### config.mk
export PLATFORM = sky130hd
export DESIGN_NAME = focal_scan_controller_flat
export DESIGN_NICKNAME = d
export VERILOG_FILES = /design/src/rtl/focal_scan_if.sv /design/src/rtl/focal_scan_controller.sv /design/src/flat_wrapper.sv
export SDC_FILE = /design/constraint.sdc
export NUM_CORES = 1
export LEC_CHECK = 0
export CAP_MARGIN = 20
export CORE_ASPECT_RATIO = 1.4
export CORE_MARGIN = 2
export CORE_UTILIZATION = 62
export CTS_BUF_LIST = sky130_fd_sc_hd__clkbuf_16
export DETAILED_ROUTE_END_ITERATION = 10
export DONT_BUFFER_PORTS = 1
export GPL_ROUTABILITY_DRIVEN = 0
export GPL_TIMING_DRIVEN = 0
export PLACE_DENSITY = 0.83
export SYNTH_ARGS = -nofsm -noshare
export SYNTH_HDL_FRONTEND = slang
export SYNTH_SLANG_ARGS = --single-unit
export TNS_END_PERCENT = 100
### constraint.sdc
create_clock -name clk -period 2.4 [get_ports clk]
set_clock_uncertainty 0.15 [all_clocks]
set_input_delay 0.36 -clock clk [delete_from_list [all_inputs] [get_ports clk]]
set_output_delay 0.36 -clock clk [all_outputs]
set_load 0.01 [all_outputs]
### src/rtl/focal_scan_if.sv
// Calculator-side and output-stream signals of the focal scan controller.
// The master modport is the controller's view; the slave modport is the calculator/consumer view.
interface focal_scan_if #(
  parameter int DW_INPUT = 8,
  parameter int ANGLE_DW = 8,
  parameter int DW_TERM  = 27,
  parameter int N_ELEM   = 32,
  parameter int DW_K     = 8
) ();
  localparam int EW = (N_ELEM > 1) ? $clog2(N_ELEM) : 1;

  logic                       calc_rst;
  logic                       calc_configure;
  logic                       calc_ack;
  logic [DW_INPUT-1:0]        calc_r_0;
  logic [ANGLE_DW-1:0]        calc_angle;
  logic signed [DW_TERM-1:0]  calc_term_pos;
  logic signed [DW_TERM-1:0]  calc_term_neg;
  logic                       calc_last;
  logic                       calc_ready;

  logic                       out_valid;
  logic                       out_ready;
  logic signed [DW_TERM-1:0]  out_term_pos;
  logic signed [DW_TERM-1:0]  out_term_neg;
  logic [DW_K-1:0]            out_point_idx;
  logic [EW-1:0]              out_elem_idx;
  logic                       out_last_elem;
  logic                       out_last_point;

  modport master (
    output calc_rst, calc_configure, calc_ack, calc_r_0, calc_angle,
    input  calc_term_pos, calc_term_neg, calc_last, calc_ready,
    output out_valid, out_term_pos, out_term_neg, out_point_idx, out_elem_idx,
    output out_last_elem, out_last_point,
    input  out_ready
  );

  modport slave (
    input  calc_rst, calc_configure, calc_ack, calc_r_0, calc_angle,
    output calc_term_pos, calc_term_neg, calc_last, calc_ready,
    input  out_valid, out_term_pos, out_term_neg, out_point_idx, out_elem_idx,
    input  out_last_elem, out_last_point,
    output out_ready
  );
endinterface

### src/rtl/focal_scan_controller.sv
// Sequences a delay-term calculator over num_points focal points of N_ELEM elements each,
// forwarding every term pair through a valid/ready output stream.
module focal_scan_controller #(
  parameter int DW_INPUT = 8,
  parameter int ANGLE_DW = 8,
  parameter int DW_TERM  = 27,
  parameter int N_ELEM   = 32,
  parameter int DW_K     = 8
) (
  input  logic                clk,
  input  logic                rst,
  input  logic                start,
  input  logic                abort,
  input  logic [DW_INPUT-1:0] r_0,
  input  logic [ANGLE_DW-1:0] angle,
  input  logic [DW_K-1:0]     num_points,
  focal_scan_if.master        bus,
  output logic                busy,
  output logic                done,
  output logic                seq_err
);
  localparam int EW = (N_ELEM > 1) ? $clog2(N_ELEM) : 1;

  localparam logic [2:0] IDLE      = 3'd0;
  localparam logic [2:0] CFG       = 3'd1;
  localparam logic [2:0] WAIT_TERM = 3'd2;
  localparam logic [2:0] PRESENT   = 3'd3;
  localparam logic [2:0] ACK       = 3'd4;
  localparam logic [2:0] FLUSH     = 3'd5;
  localparam logic [2:0] DONE      = 3'd6;

  logic [2:0]                state;
  logic                      aborting;
  logic [DW_INPUT-1:0]       r0_q;
  logic [ANGLE_DW-1:0]       angle_q;
  logic [DW_K-1:0]           np_q;
  logic [DW_K-1:0]           point_idx;
  logic [EW-1:0]             elem_idx;
  logic signed [DW_TERM-1:0] term_pos_q;
  logic signed [DW_TERM-1:0] term_neg_q;
  logic                      last_elem;
  logic                      last_point;
  logic                      abortable;

  assign last_elem  = (elem_idx == EW'(N_ELEM - 1));
  assign last_point = (point_idx == np_q - DW_K'(1));
  assign abortable  = (state == CFG) || (state == WAIT_TERM) ||
                      (state == PRESENT) || (state == ACK);

  // Abort is checked ahead of the state case so it beats a simultaneous output handshake.
  always_ff @(posedge clk) begin
    if (rst) begin
      state      <= IDLE;
      aborting   <= 1'b0;
      r0_q       <= '0;
      angle_q    <= '0;
      np_q       <= '0;
      point_idx  <= '0;
      elem_idx   <= '0;
      term_pos_q <= '0;
      term_neg_q <= '0;
      seq_err    <= 1'b0;
    end else if (abort && abortable) begin
      state    <= FLUSH;
      aborting <= 1'b1;
    end else begin
      case (state)
        IDLE: begin
          if (start) begin
            seq_err <= 1'b0;
            if (num_points != '0) begin
              r0_q      <= r_0;
              angle_q   <= angle;
              np_q      <= num_points;
              point_idx <= '0;
              elem_idx  <= '0;
              state     <= CFG;
            end else begin
              state <= DONE;
            end
          end
        end
        CFG: state <= WAIT_TERM;
        WAIT_TERM: begin
          if (bus.calc_ready) begin
            term_pos_q <= bus.calc_term_pos;
            term_neg_q <= bus.calc_term_neg;
            if (bus.calc_last != last_elem) seq_err <= 1'b1;
            state <= PRESENT;
          end
        end
        PRESENT: begin
          if (bus.out_ready) state <= (last_elem && last_point) ? FLUSH : ACK;
        end
        ACK: begin
          if (last_elem) begin
            elem_idx  <= '0;
            point_idx <= point_idx + DW_K'(1);
          end else begin
            elem_idx <= elem_idx + EW'(1);
          end
          state <= WAIT_TERM;
        end
        FLUSH: begin
          aborting <= 1'b0;
          state    <= aborting ? IDLE : DONE;
        end
        DONE:    state <= IDLE;
        default: state <= IDLE;
      endcase
    end
  end

  assign bus.calc_rst       = rst || (state == FLUSH);
  assign bus.calc_configure = (state == CFG);
  assign bus.calc_ack       = (state == ACK);
  assign bus.calc_r_0       = r0_q;
  assign bus.calc_angle     = angle_q;
  assign bus.out_valid      = (state == PRESENT);
  assign bus.out_term_pos   = term_pos_q;
  assign bus.out_term_neg   = term_neg_q;
  assign bus.out_point_idx  = point_idx;
  assign bus.out_elem_idx   = elem_idx;
  assign bus.out_last_elem  = (state == PRESENT) && last_elem;
  assign bus.out_last_point = (state == PRESENT) && last_point;
  assign busy               = (state != IDLE);
  assign done               = (state == DONE);
endmodule

### src/flat_wrapper.sv
// flat-port wrapper written by rule: the top's interface ports become plain ports
module focal_scan_controller_flat 
#(
  parameter int DW_INPUT = 8,
  parameter int ANGLE_DW = 8,
  parameter int DW_TERM  = 27,
  parameter int N_ELEM   = 32,
  parameter int DW_K     = 8
)
  (clk, rst, start, abort, r_0, angle, num_points, busy, done, seq_err, bus_calc_rst, bus_calc_configure, bus_calc_ack, bus_calc_r_0, bus_calc_angle, bus_calc_term_pos, bus_calc_term_neg, bus_calc_last, bus_calc_ready, bus_out_valid, bus_out_term_pos, bus_out_term_neg, bus_out_point_idx, bus_out_elem_idx, bus_out_last_elem, bus_out_last_point, bus_out_ready);
  focal_scan_if #(.DW_INPUT(DW_INPUT), .ANGLE_DW(ANGLE_DW), .DW_TERM(DW_TERM), .N_ELEM(N_ELEM), .DW_K(DW_K)) bus_i ();
  input  logic clk;
  input  logic rst;
  input  logic start;
  input  logic abort;
  input  logic [DW_INPUT-1:0] r_0;
  input  logic [ANGLE_DW-1:0] angle;
  input  logic [DW_K-1:0] num_points;
  output logic busy;
  output logic done;
  output logic seq_err;
  output wire logic [$bits(bus_i.calc_rst)-1:0] bus_calc_rst;
  output wire logic [$bits(bus_i.calc_configure)-1:0] bus_calc_configure;
  output wire logic [$bits(bus_i.calc_ack)-1:0] bus_calc_ack;
  output wire logic [$bits(bus_i.calc_r_0)-1:0] bus_calc_r_0;
  output wire logic [$bits(bus_i.calc_angle)-1:0] bus_calc_angle;
  input wire logic [$bits(bus_i.calc_term_pos)-1:0] bus_calc_term_pos;
  input wire logic [$bits(bus_i.calc_term_neg)-1:0] bus_calc_term_neg;
  input wire logic [$bits(bus_i.calc_last)-1:0] bus_calc_last;
  input wire logic [$bits(bus_i.calc_ready)-1:0] bus_calc_ready;
  output wire logic [$bits(bus_i.out_valid)-1:0] bus_out_valid;
  output wire logic [$bits(bus_i.out_term_pos)-1:0] bus_out_term_pos;
  output wire logic [$bits(bus_i.out_term_neg)-1:0] bus_out_term_neg;
  output wire logic [$bits(bus_i.out_point_idx)-1:0] bus_out_point_idx;
  output wire logic [$bits(bus_i.out_elem_idx)-1:0] bus_out_elem_idx;
  output wire logic [$bits(bus_i.out_last_elem)-1:0] bus_out_last_elem;
  output wire logic [$bits(bus_i.out_last_point)-1:0] bus_out_last_point;
  input wire logic [$bits(bus_i.out_ready)-1:0] bus_out_ready;
  assign bus_calc_rst = bus_i.calc_rst;
  assign bus_calc_configure = bus_i.calc_configure;
  assign bus_calc_ack = bus_i.calc_ack;
  assign bus_calc_r_0 = bus_i.calc_r_0;
  assign bus_calc_angle = bus_i.calc_angle;
  assign bus_i.calc_term_pos = bus_calc_term_pos;
  assign bus_i.calc_term_neg = bus_calc_term_neg;
  assign bus_i.calc_last = bus_calc_last;
  assign bus_i.calc_ready = bus_calc_ready;
  assign bus_out_valid = bus_i.out_valid;
  assign bus_out_term_pos = bus_i.out_term_pos;
  assign bus_out_term_neg = bus_i.out_term_neg;
  assign bus_out_point_idx = bus_i.out_point_idx;
  assign bus_out_elem_idx = bus_i.out_elem_idx;
  assign bus_out_last_elem = bus_i.out_last_elem;
  assign bus_out_last_point = bus_i.out_last_point;
  assign bus_i.out_ready = bus_out_ready;
  focal_scan_controller #(.DW_INPUT(DW_INPUT), .ANGLE_DW(ANGLE_DW), .DW_TERM(DW_TERM), .N_ELEM(N_ELEM), .DW_K(DW_K)) u_core (.clk(clk), .rst(rst), .start(start), .abort(abort), .r_0(r_0), .angle(angle), .num_points(num_points), .bus(bus_i), .busy(busy), .done(done), .seq_err(seq_err));
endmodule
==> results by stage <==
Synthesis:
- After synthesis the netlist holds a flip-flop and latch count of 96.
- The fraction of registers with async set/reset is 0.
- The count of flip-flops with a built-in enable after synthesis is 0.
- The synthesized instance count is 511.
- By area the synthesized netlist is led by dfxtp_1 48%, nand2_1 15%, a21oi_1 11%.
- Yosys printed 0 warnings.
- The distinct cell type count after synthesis is 46.
- The area share of the largest cell type after synthesis is 0.477.
- After synthesis the cells add up to 4030 sq um.
- When the netlist entered floorplanning its net count stood at 600.
- The synthesized design spends more area on one cell type than any other, namely dfxtp_1.
- The leading register cell type out of synthesis is dfxtp_1.
- The post-synthesis average cell area is 7.88 sq um.
- For this run, the register share of the synthesized area comes to 0.477.

Cells and area:
- Leaving out fill and tap cells, the most frequent cells in the layout are 165 x nand2_1, 90 x dfxtp_1, 86 x a21oi_1, 20 x nor2_1, 19 x clkbuf_1.
- The signed area change from the synthesized netlist to the final layout is 16.4%.
- The fraction of final layout cells sized beyond drive strength 1 is 0.100.
- The leading cell type in the layout, fill and taps excluded is nand2_1.
- The count of filler cells inserted in the layout is 450.
- The number of antenna diodes in the final layout is 0.
- At the end of the flow, the number of nets in the layout was 633.

Detailed routing:
- The wire length on met1 is 3.78 mm.
- The remaining number of nets flagged by the antenna check after routing is 0.
- The number of search-and-repair iterations in the first detailed-routing pass is 4.
- The number of vias after detailed routing is 3699.
- The DRC violation count after routing is 0.
- The average wire length per cell after detail routing is 17.6 um.
- Summed over all nets, wire length on met2 after detailed routing comes to 5.83 mm.
- The detailed route wirelength on metal3 is 994 um.
- In the routed layout, each cell is associated on average with a via count of 5.96.
- After detailed routing, no signal wire sits above met4.
- Wires add up to 10.9 mm.
- The number of violations reported at the end of detailed-routing iteration 0 is 272.

Worst setup path:
- The largest stage delay on the critical path is 0.39 ns.
- The number of cells on the worst reg-to-reg path is 9.
- The maximum fanout along the worst path is 4.
- For this design, the slowest cell found on the critical path is nor4_2.
- The kind of launch point of the worst setup path is a flip-flop.
- The worst setup path is of the reg -> out kind.
- STA classifies the critical path endpoint as an output port.
- The critical path data required time is 1.89 ns.
- The signal on the critical path passes through buf_4 > or2_2 > nor4_2 > a2111oi_4 > and4b_2.
- Data arrives at the worst endpoint at 1.90 ns.

Timing:
- The fmax is 416 MHz.
- For the pin with the worst max-slew slack, the measured transition is 0.960 ns.
- The setup TNS is -0.00643 ns.
- The count of pins over their slew limit is 0.
- Measured against its own limit, the worst slew margin works out to 0.351.
- Dividing the final minimum period by the clock period gives 1.00.
- Subtracting the final worst setup slack from the clock period gives 2.41 ns.
- The count of final setup violators is 1.
- The hold violation count in the final report is 0.
- Once routing completed, OpenROAD measured the worst setup slack at -0.00643 ns.
- Setup repair after global routing could not meet its margin everywhere.

Die:
- The number of I/O pins is 177.
- The die outline height is 99.3 um.
- The die width is 72.1 um.
- The number of standard-cell rows in the floorplan is 34.
- For this configuration, the core starts out at a cell density of 0.644.
- In this run the standard cell core region covers 6250 sq um.
- The die covers 7160 sq um.

Power and ir drop:
- The maximum vdd drop is 0.690 mV.
- The ratio of total power to cell area is 983 nW/um^2.
- The leakage power summed over all cells is 1.70 nW.

Min path:
- The number of cells on the worst hold path is 2.
- The tightest min-delay check is of the in -> reg type.

Placement:
- The quantity of I/O buffers inserted on ports is 0.
- The wire-length estimate of the detail-placed layout is 7.62 mm.
- The pre-CTS setup slack is -0.107 ns.

Clock tree:
- The number of clock buffers added by TritonCTS is 9.
- The worst-skew pair later-pin latency is 0.33 ns.
- After clock tree synthesis, the clock-pin slew on the worst setup and hold paths is 0.07 ns.
- TritonCTS built the clock tree.
- Counting every sink on the clock net gives 96.
- The H-tree level count is 3.
- The number of buffers between clock root and the deepest sink is 2.
- The clock root buffer is clkbuf_16.

Global routing:
- Entering global routing, the biggest net connects 18 pins.
- For this run, the total global-route usage over all layers was measured as 0.302.
- The via count of the first global-routing pass came to 3711.
- The initial antenna violation count is 0.
- The total congestion overflow after global routing is 0.
- The global-route wire length before repair is 17.1 mm.

Run status:
- The checks that failed: negative setup slack.
- The run finished, with violations left.

Flow run:
- The tool flagged a number of max-cap violations equal to 0.
area by class of cell:
| type | instances | area, sq um | area share |
|---|---|---|---|
| Multi-Input combinational cell | 375 | 1980 | 0.422 |
| Sequential cell | 96 | 1930 | 0.412 |
| Clock buffer | 9 | 225 | 0.0481 |
| Timing Repair Buffer | 22 | 210 | 0.0449 |
| Buffer | 34 | 151 | 0.0323 |
| Tap cell | 72 | 90.1 | 0.0192 |
| Clock inverter | 7 | 76.3 | 0.0163 |
| Inverter | 6 | 22.5 | 0.00481 |
per-layer routing:
| metal | track usage | up-vias |
|---|---|---|
| li1 | - | 1766 |
| met3 | 0.121 | 28 |
| met5 | 0 | - |
| met2 | 0.555 | 173 |
| met4 | 0.125 | 0 |
| met1 | 0.292 | 1732 |
worst max-delay path: cells and delay by family (launching register included):
kind,cells,cell delay [ns]
flops,1,0.35
buf+inv,1,0.15
compound gates,1,0.10
simple gates,3,0.97
synth_stat cells (2+ instances only):
master and n:
nor3_1 7, nand4b_1 2, xnor2_1 6, nor4_1 3, nand2b_1 4, mux2_2 2
inv_1 6, nor2_1 21, nand3_1 5, nand2_1 165, a311oi_1 2, o21bai_1 2
ha_1 4, nor4b_1 2, nand4_1 6, and4_1 2, a21oi_1 86, dfxtp_1 96
and3_1 5, o22ai_1 2, or2_2 2, clkbuf_1 19, buf_2 13, o21ai_0 4
or3_1 3, and2_1 5, a22oi_1 2, nor2b_1 4, xor2_1 14
kinds of logic (layout without fill, tap and decap cells):
kind of cell | Yosys count | count (layout) | share of synthesized area
mux | 2 | 2 | 0.00559
buf+inv | 40 | 78 | 0.0423
fa+ha+maj | 4 | 4 | 0.0124
flops | 96 | 96 | 0.477
compound gates | 108 | 108 | 0.154
simple gates | 241 | 241 | 0.265
xor+xnor | 20 | 20 | 0.0435
path summary, 6_finish.rpt:
check                                                start                                       end  slack (ns)
hold / removal                        bus_calc_term_neg[3]   u_core.bus.out_term_neg[3]$_SDFFE_PP0P_       0.001
hold reg to reg   u_core.bus.out_term_pos[14]$_SDFFE_PP0P_  u_core.bus.out_term_pos[14]$_SDFFE_PP0P_        0.35
setup / recovery               u_core.np_q[0]$_SDFFE_PP0P_                        bus_out_last_point      -0.006
setup reg to reg   u_core.bus.out_elem_idx[0]$_SDFFE_PP0P_  u_core.bus.out_point_idx[3]$_SDFFE_PP0P_        0.18
stage by stage:
step / cell area [sq um] / cells / util / hold WS (ns) / total power [mW]
after global routing: 4690 / 621 / 0.749 / 0.00404 / 4.82
after CTS: 4640 / 619 / 0.742 / 0.000516 / 4.55
final: 4690 / 621 / 0.749 / 0.00141 / 4.61
after detailed placement: 4120 / 583 / 0.658 / 0.333 / 3.04
after global placement: 4120 / 583 / 0.658 / 0.326 / 2.99
after floorplan: 4030 / 511 / - / 0.298 / 2.81
timing repair:
item                                   CTS  global route
pin swaps                                5             2
setup endpoints to repair               11             6
hold buffers                            16             2
setup buffers                            4             0
gates resized for setup                 12             5
endpoints found under the hold margin   16             2
flip-flops by register name (all words and copies together) (netlist names):
register / count
u_core.aborting: 1
u_core.bus.calc_angle: 8
u_core.bus.calc_r_0: 8
u_core.bus.out_elem_idx: 5
u_core.bus.out_point_idx: 8
u_core.bus.out_term_neg: 27
u_core.bus.out_term_pos: 27
u_core.np_q: 8
u_core.seq_err: 1
u_core.state: 3
where the power goes:
| part | switching, mW | leakage (nW) | internal (mW) |
|---|---|---|---|
| logic | 0.743 | 0.760 | 0.472 |
| registers | 0.191 | 0.781 | 1.75 |
| clock network | 0.625 | 0.154 | 0.821 |
| total | 1.56 | 1.70 | 3.05 |
(Power assumes the default switching activity.)
